==> src/rtl/ram_sr_feeder.sv <==
// Stream-side writer for the ram_sr window buffer: turns a raster pixel stream into
// column pushes plus one row-shift per row, tracking position and window readiness.
module ram_sr_feeder #(
    parameter int IMG_WIDTH  = 8,
    parameter int IMG_HEIGHT = 8,
    parameter int ROW_SHIFT  = 3
) (
    input  logic                              clock,
    input  logic                              reset,
    input  logic                              start,
    input  logic [7:0]                        pixel_in,
    input  logic                              pixel_valid,
    output logic                              pixel_ready,
    input  logic                              out_ready,
    output logic                              sr_enable,
    output logic                              sr_shift_row_up,
    output logic [7:0]                        column_shift_in,
    output logic [$clog2(IMG_WIDTH+1)-1:0]    col_count,
    output logic [$clog2(IMG_HEIGHT+1)-1:0]   row_count,
    output logic                              window_valid,
    output logic                              busy,
    output logic                              frame_done
);

    localparam int CW = $clog2(IMG_WIDTH + 1);
    localparam int RW = $clog2(IMG_HEIGHT + 1);

    typedef enum logic [1:0] {
        IDLE   = 2'd0,
        STREAM = 2'd1,
        ROWSH  = 2'd2,
        DONE   = 2'd3
    } state_t;

    state_t          state_q, state_d;
    logic [CW-1:0]   pix_cnt_q, pix_cnt_d;
    logic [CW-1:0]   col_q, col_d;
    logic [RW-1:0]   row_q, row_d;
    logic [7:0]      data_q, data_d;
    logic            en_q, en_d;
    logic            shup_q, shup_d;
    logic            wv_q, wv_d;
    logic            row_full_s;
    logic            accept_s;

    // A full row blocks further pixels until its row shift has been issued.
    assign row_full_s  = (pix_cnt_q == CW'(IMG_WIDTH));
    assign pixel_ready = (state_q == STREAM) && out_ready && !row_full_s;
    assign accept_s    = pixel_valid && pixel_ready;

    // Next-state, counter and registered-output computation
    always_comb begin
        state_d   = state_q;
        pix_cnt_d = pix_cnt_q;
        col_d     = col_q;
        row_d     = row_q;
        data_d    = data_q;
        en_d      = 1'b0;
        shup_d    = 1'b0;
        wv_d      = 1'b0;
        case (state_q)
            IDLE: begin
                if (start) begin
                    state_d = STREAM;
                end else begin
                    state_d = IDLE;
                end
            end
            STREAM: begin
                if (row_full_s) begin
                    if (out_ready) begin
                        en_d      = 1'b1;
                        shup_d    = 1'b1;
                        row_d     = row_q + RW'(1);
                        col_d     = {CW{1'b0}};
                        pix_cnt_d = {CW{1'b0}};
                        state_d   = ROWSH;
                    end else begin
                        state_d = STREAM;
                    end
                end else if (accept_s) begin
                    en_d      = 1'b1;
                    data_d    = pixel_in;
                    col_d     = pix_cnt_q;
                    pix_cnt_d = pix_cnt_q + CW'(1);
                    wv_d      = (row_q >= RW'(ROW_SHIFT - 1)) && (pix_cnt_q >= CW'(ROW_SHIFT - 1));
                end else begin
                    state_d = STREAM;
                end
            end
            ROWSH: begin
                // row_q already counts the finished row, so reaching IMG_HEIGHT ends the frame
                if (row_q < RW'(IMG_HEIGHT)) begin
                    state_d = STREAM;
                end else begin
                    state_d = DONE;
                end
            end
            DONE: begin
                state_d   = IDLE;
                pix_cnt_d = {CW{1'b0}};
                col_d     = {CW{1'b0}};
                row_d     = {RW{1'b0}};
            end
            default: begin
                state_d = IDLE;
            end
        endcase
    end

    // State and output registers with synchronous reset
    always_ff @(posedge clock) begin
        if (reset) begin
            state_q   <= IDLE;
            pix_cnt_q <= {CW{1'b0}};
            col_q     <= {CW{1'b0}};
            row_q     <= {RW{1'b0}};
            data_q    <= 8'h00;
            en_q      <= 1'b0;
            shup_q    <= 1'b0;
            wv_q      <= 1'b0;
        end else begin
            state_q   <= state_d;
            pix_cnt_q <= pix_cnt_d;
            col_q     <= col_d;
            row_q     <= row_d;
            data_q    <= data_d;
            en_q      <= en_d;
            shup_q    <= shup_d;
            wv_q      <= wv_d;
        end
    end

    assign sr_enable       = en_q;
    assign sr_shift_row_up = shup_q;
    assign column_shift_in = data_q;
    assign col_count       = col_q;
    assign row_count       = row_q;
    assign window_valid    = wv_q;
    assign busy            = (state_q != IDLE);
    assign frame_done      = (state_q == DONE);

endmodule

==> config.mk <==
export PLATFORM = sky130hd
export DESIGN_NAME = ram_sr_feeder
export DESIGN_NICKNAME = d
export VERILOG_FILES = /design/src/rtl/ram_sr_feeder.sv
export SDC_FILE = /design/constraint.sdc
export NUM_CORES = 1
export LEC_CHECK = 0
export BUFFER_PORTS_ARGS = -buffer_cell sky130_fd_sc_hd__buf_2
export CAP_MARGIN = 20
export CORE_MARGIN = 1
export CORE_UTILIZATION = 30
export DETAILED_ROUTE_END_ITERATION = 8
export GPL_TIMING_DRIVEN = 0
export PLACE_DENSITY_LB_ADDON = 0.2
export SYNTH_ARGS = -nofsm -noshare
export SYNTH_HDL_FRONTEND = slang
export SYNTH_SLANG_ARGS = --single-unit
==> constraint.sdc <==
create_clock -name clock -period 4.1 [get_ports clock]
set_input_delay 0.41 -clock clock [delete_from_list [all_inputs] [get_ports clock]]
set_output_delay 0.41 -clock clock [all_outputs]
set_load 0.01 [all_outputs]
==> impl_metrics.json <==
{
  "cp_top_family": "flip-flops",
  "core_um2": 3440,
  "dp_cells": 185,
  "cp-startpoint": "pix_cnt_q[0]",
  "finalNetCount": 162,
  "synthSimpleGateAreaFrac": 0.210,
  "detail_route.wl_per_cell_um": 12.5,
  "worstSetupStartpointType": "flop",
  "cp.arrival_ps": 1550,
  "via_count": 939,
  "root_buffer": "clkbuf_8",
  "dr.pass1.iters": 4,
  "yosys.area_share.xor_xnor": 0,
  "cp_cell_sequence": "inv_1, ha_1, and3b_1, nor2_1, buf_2",
  "tightest_slew_ps": 436,
  "rows": 21,
  "path_class": "reg -> out",
  "num-fill-cells": 365,
  "clkLatencyLatePin_ps": 270,
  "critPathMaxStageDelay_ps": 440,
  "period_share": 0.478,
  "avgSynthCellArea_um2": 10.7,
  "hold_viol_final": 0,
  "cts_max_path_buffers": 2,
  "place_congestion": 0.732,
  "cts_buffers": 3,
  "hold_buffers": 0,
  "synthMuxAreaShare": 0.0101,
  "rsz0062_at_grt": "false",
  "multiInputGateArea_um2": 562,
  "final_common_cell": "buf_2",
  "vdd_drop_max_mv": 0.119,
  "final_max_slew_viol_count": 0,
  "synth-seq-cells": 25,
  "io_pins": 35,
  "postCtsSetupRepairBufs": 0,
  "synth_cell_types": 43,
  "synth_top_family_by_area": "compound AO/OA/AOI/OAI gates",
  "holdWs_ps": 353,
  "die_w_um": 63.1,
  "vias_per_cell": 4.97,
  "synthAdderAreaFrac": 0.0559,
  "cts_sinks": 25,
  "outcome": "complete, no violations",
  "yosys_warnings": 0,
  "drive_gt1_frac": 0.350,
  "min_period_ps": 1960,
  "final_cell_mix": "buf_2, dfxtp_1, a22o_1",
  "cp_slowest_cell": "dfxtp_1",
  "grt_use_total": 0.134,
  "grt_max_degree": 15,
  "first_global_vias": 940,
  "finalWorstSetupSlack_ps": 2140,
  "io_buffers": 34,
  "die_area_um2": 3980,
  "grt_pass1_wl_um": 4240,
  "synth_top_area_frac": 0.447,
  "r2r_end": "window_valid",
  "synthToLayoutAreaGrowth_pct": 24.5,
  "hpwlAfterDp_um": 1720,
  "ys_seq_area_frac": 0.447,
  "synth_enable_flop_cells": 0,
  "r2r-start": "pix_cnt_q[0]",
  "power_density_nw_per_um2": 313,
  "setup_tns_ps": 0,
  "stdcell_area_um2": 1390,
  "endpoint": "pixel_ready",
  "r2r_setup_slack_ps": 2350,
  "finalWirelength_um": 2370,
  "synthArstFlopShare": 0,
  "grt_overflow": 0,
  "maxSlewHeadroom": 0.709,
  "ctsResizeCount": 0,
  "max_freq_mhz": 511,
  "fin_skew_ps": 3.77,
  "cts_tree": "done",
  "ys_top_cells_by_area": "dfxtp_1, a22o_1, ha_1",
  "placed_cell_area_um2": 1350,
  "synth_top_flop_cell": "dfxtp_1",
  "place_ws_ps": 2360,
  "h-tree-depth": 1,
  "crit_cells": 5,
  "die_y_um": 63.1,
  "clkTransAtPathRegs_ps": 90,
  "drt_iter0_drc": 33,
  "p_leak_nw": 0.626,
  "crit_required_ps": 3690,
  "end_kind": "output port",
  "synth_top_cell_by_area": "dfxtp_1",
  "synthesis.nets": 123,
  "antenna_cells": 0,
  "path_buf_inv": 2,
  "synth_area_um2": 1120,
  "setup_viol_count_final": 0,
  "ff2ff_path_depth": 6,
  "synth-compound-area-share": 0.226,
  "stdcell_count": 189,
  "maxCapViolations": 0,
  "antenna_left": 0,
  "grt_antenna_before_repair": 0,
  "syn-instance-count": 105,
  "min_path_type": "in -> reg",
  "regArea_um2": 500,
  "initial_core_util": 0.325,
  "drc": 0,
  "crit_fanout": 6
}
## where the power goes
part           switching (mW)  internal, mW  total [mW]  leakage [nW]
registers             0.00288         0.247       0.250         0.202
logic                  0.0225        0.0163      0.0389         0.398
clock network          0.0799        0.0680       0.148        0.0255
## metrics by stage
step	utilization	total power [mW]
3_3_place_gp	0.391	0.294
6_report	0.405	0.436
2_1_floorplan	-	0.277
5_1_grt	0.405	0.462
3_5_place_dp	0.391	0.294
4_1_cts	0.405	0.443
## registers in the layout (all words and copies together), names as in the netlist
register	flops
state_q	2
col_count	4
row_count	4
sr_shift_row_up	1
window_valid	1
pix_cnt_q	4
sr_enable	1
column_shift_in	8
## cell families after synthesis
logic type | after synthesis
fa+ha+maj | 5
buf+inv | 13
mux | 1
flops | 25
simple gates | 33
compound gates | 28
## layout make-up
| type | instances | share of cell area |
|---|---|---|
| Multi-Input combinational cell | 67 | 0.403 |
| Sequential cell | 25 | 0.359 |
| Timing Repair Buffer | 34 | 0.122 |
| Tap cell | 46 | 0.0413 |
| Clock buffer | 3 | 0.0296 |
| Inverter | 8 | 0.0216 |
| Buffer | 5 | 0.0189 |
| Clock inverter | 1 | 0.00359 |
## routing by layer
layer	wire (um)	global-route usage	up-vias
li1	-	-	475
met1	1180	0.184	443
met2	1080	0.202	19
met3	92	0.0217	2
met4	19	0.0669	0
met5	0	0	-
## Yosys cell counts (2+ instances only)
| cell type | number |
|---|---|
| a21oi_1 | 2 |
| a22o_1 | 12 |
| a32o_1 | 2 |
| buf_2 | 2 |
| dfxtp_1 | 25 |
| ha_1 | 5 |
| inv_1 | 8 |
| nand2_1 | 4 |
| nand2b_1 | 3 |
| nand3b_1 | 2 |
| nand4b_1 | 2 |
| nor2_1 | 4 |
| nor4_1 | 2 |
| or3_1 | 3 |
## worst min path at each step
stage | start | endpoint | slack (ps) | depth (start not counted)
4_1_cts | pixel_in[7] | column_shift_in[7] | 350 | 2
3_3_place_gp | col_count[2] | col_count[2] | 440 | 1
2_1_floorplan | col_count[2] | col_count[2] | 490 | 1
6_report | pixel_in[4] | column_shift_in[4] | 350 | 2
3_5_place_dp | col_count[2] | col_count[2] | 450 | 1
5_1_grt | pixel_in[7] | column_shift_in[7] | 350 | 2
(Power assumes the default switching activity.)
